$ cat config.mk
export PLATFORM = sky130hd
export DESIGN_NAME = stopwatch_ctrl
export DESIGN_NICKNAME = d
export VERILOG_FILES = /design/src/rtl/stopwatch_ctrl.sv
export SDC_FILE = /design/constraint.sdc
export NUM_CORES = 1
export LEC_CHECK = 0
export BUFFER_PORTS_ARGS = -buffer_cell sky130_fd_sc_hd__buf_4
export CORE_MARGIN = 1
export CORE_UTILIZATION = 47
export CTS_CLUSTER_DIAMETER = 100
export DETAILED_ROUTE_END_ITERATION = 7
export PLACE_DENSITY = 0.75
export SYNTH_ARGS = -nofsm -noshare
export SYNTH_HDL_FRONTEND = slang
export SYNTH_SLANG_ARGS = --single-unit
$ cat constraint.sdc
create_clock -name Clk -period 2 [get_ports Clk]
set_clock_uncertainty 0.1 [all_clocks]
set_input_delay 0.6 -clock Clk [delete_from_list [all_inputs] [get_ports Clk]]
set_output_delay 0.6 -clock Clk [all_outputs]
set_load 0.005 [all_outputs]
$ cat src/rtl/stopwatch_ctrl.sv
// Stopwatch sequencer for the 16-bit counter and hex displays.
// Turns button edges into commands and drives the counter En/Clr.
module stopwatch_ctrl #(
    parameter int DIV = 4,
    parameter int PW  = 2
) (
    input  logic        Clk,
    input  logic        Resetn,
    input  logic        StartStop,
    input  logic        Lap,
    input  logic        ClrBtn,
    input  logic [15:0] Q,
    output logic        En,
    output logic        Clr,
    output logic [15:0] Disp,
    output logic        Running,
    output logic        Ovf
);

    typedef enum logic [2:0] {
        IDLE  = 3'd0,
        RUN   = 3'd1,
        PAUSE = 3'd2,
        LAP   = 3'd3,
        HALT  = 3'd4
    } state_t;

    localparam logic [PW-1:0] LAST = PW'(DIV - 1);

    state_t        state_q;
    logic [PW-1:0] presc_q;
    logic [PW-1:0] presc_d;
    logic [15:0]   hold_q;
    logic          ovf_q;
    logic          clr_q;
    logic          run_q;
    logic          lap_q;
    logic          ss_prev_q;
    logic          lap_prev_q;
    logic          clr_prev_q;

    logic cmd_ss;
    logic cmd_lap;
    logic cmd_clr;
    logic active;
    logic tick;
    logic full;

    assign cmd_ss  = StartStop & ~ss_prev_q;
    assign cmd_lap = Lap & ~lap_prev_q;
    assign cmd_clr = ClrBtn & ~clr_prev_q;

    assign active = (state_q == RUN) || (state_q == LAP);
    assign tick   = active && (presc_q == LAST);
    assign full   = (Q == 16'hFFFF);

    assign presc_d = (presc_q == LAST) ? '0 : presc_q + 1'b1;

    // A clear command on a tick cycle wins over the increment.
    assign En      = tick & ~full & ~cmd_clr;
    assign Clr     = clr_q;
    assign Disp    = lap_q ? hold_q : Q;
    assign Running = run_q;
    assign Ovf     = ovf_q;

    always_ff @(posedge Clk or negedge Resetn) begin
        if (!Resetn) begin
            state_q    <= IDLE;
            presc_q    <= '0;
            hold_q     <= '0;
            ovf_q      <= 1'b0;
            clr_q      <= 1'b1;
            run_q      <= 1'b0;
            lap_q      <= 1'b0;
            ss_prev_q  <= 1'b0;
            lap_prev_q <= 1'b0;
            clr_prev_q <= 1'b0;
        end else begin
            ss_prev_q  <= StartStop;
            lap_prev_q <= Lap;
            clr_prev_q <= ClrBtn;
            clr_q      <= 1'b0;
            if (active) begin
                presc_q <= presc_d;
            end
            if (cmd_clr) begin
                state_q <= IDLE;
                clr_q   <= 1'b1;
                presc_q <= '0;
                ovf_q   <= 1'b0;
                hold_q  <= '0;
                run_q   <= 1'b0;
                lap_q   <= 1'b0;
            end else if (tick && full) begin
                // Stop at full scale rather than wrap to zero.
                state_q <= HALT;
                ovf_q   <= 1'b1;
                run_q   <= 1'b0;
                lap_q   <= 1'b0;
            end else begin
                unique case (state_q)
                    IDLE: begin
                        if (cmd_ss) begin
                            state_q <= RUN;
                            presc_q <= '0;
                            run_q   <= 1'b1;
                        end
                    end
                    RUN: begin
                        if (cmd_ss) begin
                            state_q <= PAUSE;
                            run_q   <= 1'b0;
                        end else if (cmd_lap) begin
                            state_q <= LAP;
                            hold_q  <= Q;
                            lap_q   <= 1'b1;
                        end
                    end
                    PAUSE: begin
                        if (cmd_ss) begin
                            state_q <= RUN;
                            run_q   <= 1'b1;
                        end
                    end
                    LAP: begin
                        if (cmd_ss) begin
                            state_q <= PAUSE;
                            run_q   <= 1'b0;
                            lap_q   <= 1'b0;
                        end else if (cmd_lap) begin
                            state_q <= RUN;
                            lap_q   <= 1'b0;
                        end
                    end
                    HALT: begin
                        state_q <= HALT;
                    end
                    default: begin
                        state_q <= IDLE;
                        run_q   <= 1'b0;
                        lap_q   <= 1'b0;
                    end
                endcase
            end
        end
    end

endmodule

Word level (Yosys, flattened, before mapping)
Cells that the tools add are included.
- bits in registers: 28
- input port bits: 21
- output and inout bits: 20
- logic and storage cells: 86
- add/subtract/negate cells: 1
- equal/unequal tests: 16
- mux-type cells: 35
- bitwise operators: 10
- reduce and logical (&&, ||, !) cells: 14
- operator list (operator ; number):
    two-way mux 16 bit ; 6
    two-way mux 3 bit ; 7
    equality test 16 bit, second input constant ; 1
    two-way mux 1 bit ; 13
    two-way mux 2 bit ; 6
    one-hot mux 3 bit (4 select lines) ; 1
    inequality test 5 x 4 -> 1 bit, second input constant ; 2
    inequality test 4 x 1 -> 1 bit, second input constant ; 2
    inequality test 4 x 3 -> 1 bit, second input constant ; 2
    AND reduction 4 bit ; 2
    equality test 3 x 2 -> 1 bit, second input constant ; 2
    one-hot mux 1 bit (3 select lines) ; 2
    AND reduction 3 bit ; 2
    nonzero test 2 bit ; 3
    bitwise AND 1 bit ; 5
    inverter 1 bit ; 5
    OR reduction 2 bit ; 2
    equality test 3 x 1 -> 1 bit, second input constant ; 1
    equality test 3 bit, second input constant ; 1
    logical NOT 3 bit ; 1
    inequality test 3 x 1 -> 1 bit, second input constant ; 1
    inequality test 3 bit, second input constant ; 1
    OR reduction 3 bit ; 1
    adder 2 x 1 -> 2 bit, second input constant ; 1
    5 further kinds ; 6

Longest topological paths before layout
Gate-level depths: netlist (run 1).
- word-level depth: 7
- mapped depth: 5
- depth with buffers taken out: 5

Worst setup path before layout (run 1)
No wires, ideal clock.
- path type: in2out
- from: in ClrBtn
- to: out En
- data arrival time: 1465 ps
- required time: 1300 ps
- path slack: -165 ps
- cell stages on the path: 5
- buffers on the path: 2
- cells stage by stage: nand2b_1 clkbuf_1 buf_1 nand3_1 nor2_1
- word-level cells in the longest chain between the ends: 3
- RTL lines (what ; line ; RTL):
    from (decl) ; 11 ; input logic ClrBtn,
    bitwise AND 1 bit ; 51 ; assign cmd_clr = ClrBtn & ~clr_prev_q;
    inverter 1 bit ; 60 ; assign En = tick & ~full & ~cmd_clr;
    bitwise AND 1 bit ; 60 ;
    to (decl) ; 13 ; output logic En,
No other way between the ends.

Worst setup path after layout (run 1)
- from: reg lap_q
- to: out Disp[11]
- word-level cells in the longest chain between the ends: 1
- RTL lines (what ; line ; RTL):
    from (decl) ; 37 ; logic lap_q;
    from (signal assigned) ; 74 ; lap_q <= 1'b0;
    from (signal assigned) ; 93 ; lap_q <= 1'b0;
    from (signal assigned) ; 99 ; lap_q <= 1'b0;
    two-way mux 16 bit ; 62 ; assign Disp = lap_q ? hold_q : Q;
    to (decl) ; 15 ; output logic [15:0] Disp,
No other way between the ends.

==> flow_metrics.tcl, run 1 <==
set metrics [dict create \
    yosys_warnings 0 \
    synth_edf_count 0 \
    antenna_cells 0 \
    hold_buffers 0 \
    grt_pass1_vias 1328 \
    cts_buffers 3 \
    grt_setup_unrepaired "true" \
    portBuffers 40 \
    netlist_instances 152 \
    die_h_um 59.5 \
    clock_path_buffers 2 \
    drtIter0Drc 45 \
    max_freq_ghz 0.473 \
    path_clk_slew_ns 0.15 \
    yosysSeqAreaShare_pct 45.2 \
    syn2layout_area_growth_pct 47.6 \
    coreArea_um2 3100 \
    synth_area_leaders "dfrtp_1 43%, mux2_2 12%, mux2i_1 10%, nand2_1 8.2%, dfstp_2 1.7%" \
    cts_root_buffer "clkbuf_4" \
    grt_max_degree 29 \
    power_density_nw_per_um2 598 \
    netlist.area_leader.share_pct 43.5 \
    ir_drop_mv 0.353 \
    wl_mm 3.91 \
    setup_viol 17 \
    worst_slack_ns -0.114 \
    start_util_pct 50.1 \
    setup-tns-final_ns -1.62 \
    hold_viol 0 \
    rows 20 \
    htree_levels 1 \
    ys_types 37 \
    pin_count 41 \
    gp_congestion 0.922 \
    cp.required_ns 1.30 \
    tritoncts "yes" \
    rr_worst_depth 5 \
    grt_overflow 0 \
    violations "setup timing" \
    synthFlopType "dfrtp_1" \
    viasPerCell 5.30 \
    vias 1373 \
    final.period_utilization_pct 106 \
    worstSetupStartpoint "lap_q$_DFFE_PN0P_" \
    syn_avg_cell_area_um2 10.2 \
    antenna_left 0 \
    grt_pass1_wl_mm 5.98 \
    ys_async_sr_fraction_pct 100 \
    tightest_slew_ns 0.412 \
    yosysMostFrequentCell "nand2_1" \
    antenna_found_initial 0 \
    p_total_uw 1370 \
    p_leak_uw 0.00111 \
    syn_nets 174 \
    die-area_um2 3540 \
    arrival_ns 1.41 \
    cap_violations 0 \
    grt_use_total_pct 23.1 \
    worst-setup-path-type "flip-flop to output port" \
    fin_nets 238 \
    period_needed_ns 2.11 \
    synth_largest_area_cell "dfrtp_1" \
    wl_per_cell_um 15.1 \
    startpoint_type "flip-flop" \
    die_x_um 59.5 \
    synthTopCellsByCount "34 x nand2_1, 27 x dfrtp_1, 16 x mux2_2, 16 x mux2i_1" \
    status "finished with violations" \
    drt_pass1_iterations 4 \
    slew_headroom_pct 72.2 \
    end_kind "output port" \
    worstSkewPairLatency_ns 0.33 \
    dp_hpwl_mm 2.59 \
    crit_path_max_fanout 8 \
    drive_gt1_share_pct 44.2 \
    drcViolationCount 0 \
    slew_violations 0 \
    hold_path.class "input port to async pin" \
    clock-sinks 28 \
    syn_area_um2 1550 \
    r2r-start "state_q[1]$_DFFE_PN0P_" \
    ys_seq_elements 28 \
]
-- final cells by class --
type	instances	area, um^2
clock buffers	4	36.3
fillers	223	810
inverters	3	11.3
multi-input cells	112	871
flip-flops and latches	28	703
well taps	44	55.1
repair buffers	68	617
-- cell usage in the layout (no fill, tap or decap), types with 2 or more instances in the layout --
master and count:
nand2_1 34, inv_1 3, mux2_4 15, nand4_1 3, o21a_1 3, nor2_1 5
nor3b_1 2, mux2i_1 16, o21ai_0 2, dfrtp_1 26, nor3_1 2, nor2b_1 2
nand2b_1 3, buf_4 42, buf_6 25, clkbuf_4 3, a21oi_1 4
-- timing repair --
| item | 4_1_cts | 5_1_grt |
|---|---|---|
| setup buffers | 3 | 3 |
| resized for setup | 38 | 6 |
| endpoints found under the hold margin | 0 | 0 |
| endpoints found under the setup margin | 16 | 17 |
| pin swaps | 3 | 3 |
-- layer usage --
metal | wire length (um) | up-vias | track usage (%) | share of wire [%]
met3 | 92 | 9 | 2.62 | 2.4
met2 | 2070 | 30 | 41.1 | 53
li1 | - | 659 | - | -
met4 | 86 | 0 | 11.0 | 2.2
met1 | 1670 | 675 | 27.8 | 43
met5 | 0 | - | 0 | 0
-- final timing paths --
check / to / slack, ns
worst min-delay path: hold_q[2]$_DFFE_PN0P_ / 0.05
max in group asynchronous: Clr$_DFF_PN1_ / 1.44
min in group Clk: clr_prev_q$_DFF_PN0_ / 0.27
worst max-delay path: Disp[11] / -0.11
worst min register to register: Ovf$_DFFE_PN0P_ / 0.42
worst max register to register: hold_q[11]$_DFFE_PN0P_ / 0.22
-- where the power goes --
| part | internal [uW] | switching (uW) |
|---|---|---|
| Combinational | 262 | 176 |
| Clock | 112 | 167 |
| Sequential | 614 | 40.0 |
| Total | 987 | 383 |
-- registers in the layout, indices dropped and copies added (netlist names) --
| signal | count |
|---|---|
| Clr | 1 |
| lap_prev_q | 1 |
| clr_prev_q | 1 |
| state_q | 3 |
| hold_q | 16 |
| ss_prev_q | 1 |
| lap_q | 1 |
| presc_q | 2 |
| Ovf | 1 |
| Running | 1 |
-- logic make-up after synthesis --
family | count (synthesis) | synth area share, %
buffers and inverters | 12 | 3.38
and+or+nand+nor | 62 | 20.6
muxes | 32 | 21.9
AOI/OAI and AO/OA | 17 | 8.13
adders and majority gates | 1 | 0.805
DFF | 28 | 45.2
-- worst max-delay path, cell delays in order, from the launching register on --
cell	delay (ns)
dfrtp_1	0.45
buf_6	0.19
mux2_4	0.32
buf_6	0.12
-- metrics by stage --
| step | cell area [um^2] | hold WS [ns] | std cells | util [%] | setup WS [ns] |
|---|---|---|---|---|---|
| after floorplan | 1560 | 0.204 | 152 | - | 0.0292 |
| after global placement | 2050 | 0.377 | 249 | 65.9 | -0.106 |
| after detailed placement | 2050 | 0.389 | 249 | 65.9 | -0.114 |
| after CTS | 2240 | 0.0615 | 256 | 72.3 | -0.113 |
| after global routing | 2290 | 0.0610 | 259 | 73.9 | -0.178 |
| final | 2290 | 0.0492 | 259 | 73.9 | -0.114 |
Note: power is estimated with default switching activity, not from simulation.
==> run 2: changes to the inputs <==
==> config.mk (replaced) <==
export PLATFORM = sky130hd
export DESIGN_NAME = stopwatch_ctrl
export DESIGN_NICKNAME = d
export VERILOG_FILES = /design/src/rtl/stopwatch_ctrl.sv
export SDC_FILE = /design/constraint.sdc
export NUM_CORES = 1
export LEC_CHECK = 0
export CORE_MARGIN = 1
export CORE_UTILIZATION = 56
export CTS_CLUSTER_DIAMETER = 100
export DETAILED_ROUTE_END_ITERATION = 7
export DONT_BUFFER_PORTS = 1
export PLACE_DENSITY = 0.74
export SLEW_MARGIN = 20
export SYNTH_ARGS = -nofsm -noshare
export SYNTH_HDL_FRONTEND = slang
export SYNTH_SLANG_ARGS = --single-unit
==> run 2 against run 1 <==
  * Critical path depth decreased by 1
  * Clock power increased by 2%
  * The flow now finishes without violations
  * Non-clock buffer count decreased by 54
  * Flip-flop and latch count unchanged
  * Count of clock-buffer cells in the layout unchanged
==> flow_metrics.tcl, run 2 (same netlist as run 1, synthesis figures left out) <==
set metrics [dict create \
    status "complete, no violations" \
    grt_overflow 0 \
    cts_buffers 3 \
    grt_use_total_pct 23.9 \
    worst-setup-path-type "flip-flop to output port" \
    antenna_cells 0 \
    period_needed_ns 1.97 \
    slew_violations 0 \
    end_kind "output port" \
    largest_register "hold_q" \
    wl_per_cell_um 16.8 \
    coreArea_um2 2540 \
    dp_hpwl_mm 2.26 \
    viasPerCell 6.04 \
    hold_viol 0 \
    hold_path.class "input port to flip-flop" \
    grt_setup_unrepaired "true" \
    path_clk_slew_ns 0.16 \
    final.period_utilization_pct 98.6 \
    htree_levels 1 \
    cts_root_buffer "clkbuf_4" \
    fin_hold_ws_ns 0.180 \
    arrival_ns 1.27 \
    setup_viol 0 \
    p_leak_uw 0.000767 \
    clock-sinks 28 \
    largest_reg_flops 16 \
    fin_nets 184 \
    vias 1153 \
    syn2layout_area_growth_pct 12.1 \
    tightest_slew_ns 0.420 \
    grt_pass1_vias 1135 \
    reg_top3 "hold_q: 16 flops, state_q: 3 flops, presc_q: 2 flops" \
    final_util_pct 68.4 \
    die_x_um 54.7 \
    gp_congestion 0.961 \
    rr_worst_depth 5 \
    max_freq_ghz 0.507 \
    crit_path_max_fanout 12 \
    antenna_found_initial 0 \
    cap_violations 0 \
    dr_wl_met2_mm 1.58 \
    portBuffers 0 \
    grt_max_degree 29 \
    rows 18 \
    power_density_nw_per_um2 683 \
    antenna_left 0 \
    cp.required_ns 1.30 \
    slew_headroom_pct 71.6 \
    wl_mm 3.20 \
    drive_gt1_share_pct 25.5 \
    die-area_um2 2990 \
    mostFrequentLayoutCell "nand2_1" \
    wirelength_met1_mm 1.36 \
    pin_count 41 \
    tritoncts "yes" \
    min_delay_path_depth 0 \
    dr.max_layer_used "met4" \
    start_util_pct 61.1 \
    drt_pass1_iterations 4 \
    die_h_um 54.7 \
    grt_pass1_wl_mm 4.96 \
    startpoint_type "flip-flop" \
    layout_common_cells "34 x nand2_1, 26 x dfrtp_1, 16 x mux2_2, 16 x mux2i_1, 10 x buf_4" \
    route.met3.wl_um 189 \
    clock_path_buffers 2 \
    r2r_setup_slack_ns 0.19 \
    drcViolationCount 0 \
    ir_drop_mv 0.415 \
    drtIter0Drc 28 \
    worstSkewPairLatency_ns 0.32 \
]
[run 2: cell count changes in the layout (fill, tap and decap cells not counted), sizes merged]
cell,previous run,this run
buf,68,13
dlygate4sd3,0,1
[run 2: layout make-up]
cell class	count	area (um^2)
timing repair buffer	14	136
multi-input combinational	112	817
sequential	28	703
clock buffer	4	36.3
inverter	3	11.3
tap	30	37.5
fill	197	803
[run 2: repair_timing]
item	in CTS	in global routing
setup buffers	0	2
endpoints found under the hold margin	28	0
hold buffers	2	0
pin swaps	0	0
gates resized for setup	3	3
endpoints found under the setup margin	4	11
[run 2: power breakdown]
part           switching, uW  internal, uW  leakage (uW)
registers               38.2           614      0.000370
clock network            173           111     0.0000210
logic                    129           124      0.000376
[run 2: path summary, 6_finish.rpt]
path	startpoint	to
worst max-delay path	lap_q$_DFFE_PN0P_	Disp[10]
worst min-delay path	ClrBtn	clr_prev_q$_DFF_PN0_
worst max register to register	state_q[1]$_DFFE_PN0P_	hold_q[15]$_DFFE_PN0P_
worst min register to register	hold_q[5]$_DFFE_PN0P_	hold_q[5]$_DFFE_PN0P_
max in group asynchronous	Resetn	Clr$_DFF_PN1_
min in group asynchronous	Resetn	hold_q[3]$_DFFE_PN0P_
[run 2: critical path: stages, from the launching register on]
cell and delay [ns]:
dfrtp_1 0.39, buf_6 0.17, mux2_2 0.37
[run 2: routing by layer]
metal / global-route usage, % / vias to the layer above
met5: 0 / -
met4: 11.1 / 0
met3: 3.33 / 8
met2: 40.8 / 44
met1: 29.3 / 549
li1: - / 552
[run 2: per-stage QoR]
step | TNS [ns] | setup WS (ns) | cell area (um^2) | std cells | power, uW
detailed placement | 0 | 0.116 | 1640 | 183 | 885
CTS | 0 | 0.00227 | 1710 | 189 | 1190
finish | 0 | 0.0289 | 1740 | 191 | 1190
global placement | 0 | 0.128 | 1640 | 183 | 875
floorplan | 0 | 0.0292 | 1560 | 152 | 829
global route | -0.0449 | -0.00786 | 1740 | 191 | 1250
==> run 3: changes to the inputs <==
--- a/config.mk
+++ b/config.mk
@@ -5,12 +5,14 @@
 export SDC_FILE = /design/constraint.sdc
 export NUM_CORES = 1
 export LEC_CHECK = 0
+export CELL_PAD_IN_SITES_DETAIL_PLACEMENT = 1
+export CELL_PAD_IN_SITES_GLOBAL_PLACEMENT = 1
 export CORE_MARGIN = 1
-export CORE_UTILIZATION = 56
+export CORE_UTILIZATION = 42
 export CTS_CLUSTER_DIAMETER = 100
 export DETAILED_ROUTE_END_ITERATION = 7
 export DONT_BUFFER_PORTS = 1
-export PLACE_DENSITY = 0.74
+export PLACE_DENSITY_LB_ADDON = 0.1
 export SLEW_MARGIN = 20
 export SYNTH_ARGS = -nofsm -noshare
 export SYNTH_HDL_FRONTEND = slang
==> run 3 against run 2 <==
  * Via count increased by 0.95%
  * Register-to-register slack improved by 0.15 ns
  * Count of clock-buffer cells in the layout decreased by 1
==> flow_metrics.tcl, run 3 (same netlist as run 1, synthesis figures left out) <==
set metrics [dict create \
    antenna_left 0 \
    hold_path.class "input port to async pin" \
    reg2reg_to "hold_q[7]$_DFFE_PN0P_" \
    cap_violations 0 \
    drcViolationCount 0 \
    die_x_um 62.8 \
    drt_pass1_iterations 4 \
    cts_root_buffer "clkbuf_8" \
    tritoncts "yes" \
    tightest_slew_ns 0.451 \
    ir_drop_mv 0.313 \
    dp_hpwl_mm 2.54 \
    p_total_uw 1340 \
    gp_congestion 0.784 \
    drtIter0Drc 27 \
    startpoint_type "flip-flop" \
    r2r_setup_slack_ns 0.34 \
    worst_slack_ns 0.0776 \
    clock-sinks 28 \
    rr_worst_depth 5 \
    start_util_pct 45.1 \
    max_freq_ghz 0.520 \
    hold_viol 0 \
    pin_count 41 \
    die_h_um 62.8 \
    crit_path_max_fanout 16 \
    vias 1164 \
    coreArea_um2 3440 \
    antenna_cells 0 \
    layout_common_cells "34 x nand2_1, 27 x dfrtp_1, 16 x mux2_2, 16 x mux2i_1, 9 x buf_4" \
    fin_nets 182 \
    syn2layout_area_growth_pct 13.6 \
    stdcell_area_um2 1770 \
    path_clk_slew_ns 0.09 \
    period_needed_ns 1.92 \
    drive_gt1_share_pct 23.9 \
    worst-setup-path-type "flip-flop to output port" \
    worstSkewPairLatency_ns 0.27 \
    reg_top3 "hold_q: 16 flops, state_q: 3 flops, presc_q: 2 flops" \
    setup-tns-final_ns 0 \
    grt_max_degree 28 \
    htree_levels 1 \
    power_density_nw_per_um2 760 \
    grt_pass1_vias 1258 \
    die-area_um2 3950 \
    p_leak_uw 0.000773 \
    final.period_utilization_pct 96.1 \
    end_kind "output port" \
    viasPerCell 5.68 \
    wl_per_cell_um 16.7 \
    arrival_ns 1.22 \
    mostFrequentLayoutCell "nand2_1" \
    slew_violations 0 \
    status "complete, no violations" \
    grt_overflow 0 \
    post-place-ws_ns -0.173 \
    final_util_pct 51.3 \
    grt_pass1_wl_mm 6.02 \
    antenna_found_initial 0 \
    rows 21 \
    grt_setup_unrepaired "false" \
    clock_path_buffers 2 \
    setup_viol 0 \
    r2r-start "state_q[1]$_DFFE_PN0P_" \
    largest_register "hold_q" \
    wl_mm 3.43 \
    cts_buffers 3 \
    grt_use_total_pct 19.4 \
    placed_area_um2 1640 \
    slew_headroom_pct 69.5 \
    cp.required_ns 1.30 \
    portBuffers 0 \
    largest_reg_flops 16 \
]
## run 3: through the flow
stage / instances / hold slack, ns
2_1_floorplan: 152 / 0.204
3_3_place_gp: 198 / 0.205
3_5_place_dp: 198 / 0.205
4_1_cts: 205 / 0.0248
5_1_grt: 205 / 0.0254
6_report: 205 / 0.0338
## run 3: critical path, cell delays in order, from the launching register on
cell	delay (ns)
dfrtp_1	0.38
buf_6	0.20
mux2_2	0.37
## run 3: report_power, final
| group | switching (uW) | internal [uW] | leakage, uW |
|---|---|---|---|
| clock network | 177 | 268 | 0.0000357 |
| registers | 32.6 | 614 | 0.000372 |
| logic | 131 | 121 | 0.000365 |
| total | 340 | 1000 | 0.000773 |
## run 3: routing by layer
layer	vias up	part of all wire [%]	track usage, %	routed length [um]
met2	34	49	31.8	1670
met4	0	0.61	6.98	21
met3	4	4.1	2.74	142
met5	-	0	0	0
li1	549	-	-	-
met1	577	46	25.9	1590
## run 3: area by class of cell
class                      count  area (um^2)
clock inverter                 1         30.0
sequential                    28          702
fill                         376         1680
tap                           46         57.6
clock buffer                   3         41.3
inverter                       3         11.3
multi-input combinational    112          805
timing repair buffer          12          119
## run 3: worst max path at each step
stage,end,start
detailed placement,hold_q[7]$_DFFE_PN0P_,Lap
floorplan,En,ClrBtn
global route,Disp[3],lap_q$_DFFE_PN0P_
finish,Disp[8],lap_q$_DFFE_PN0P_
CTS,Disp[4],lap_q$_DFFE_PN0P_
global placement,hold_q[1]$_DFFE_PN0P_,Lap
## run 3: repair_timing
action,CTS,global route
endpoints found under the hold margin,27,0
endpoints found under the setup margin,2,17
resized for setup,0,3
buffers inserted,2,0
pin swaps,1,0
cloned,0,0
hold buffers,1,0
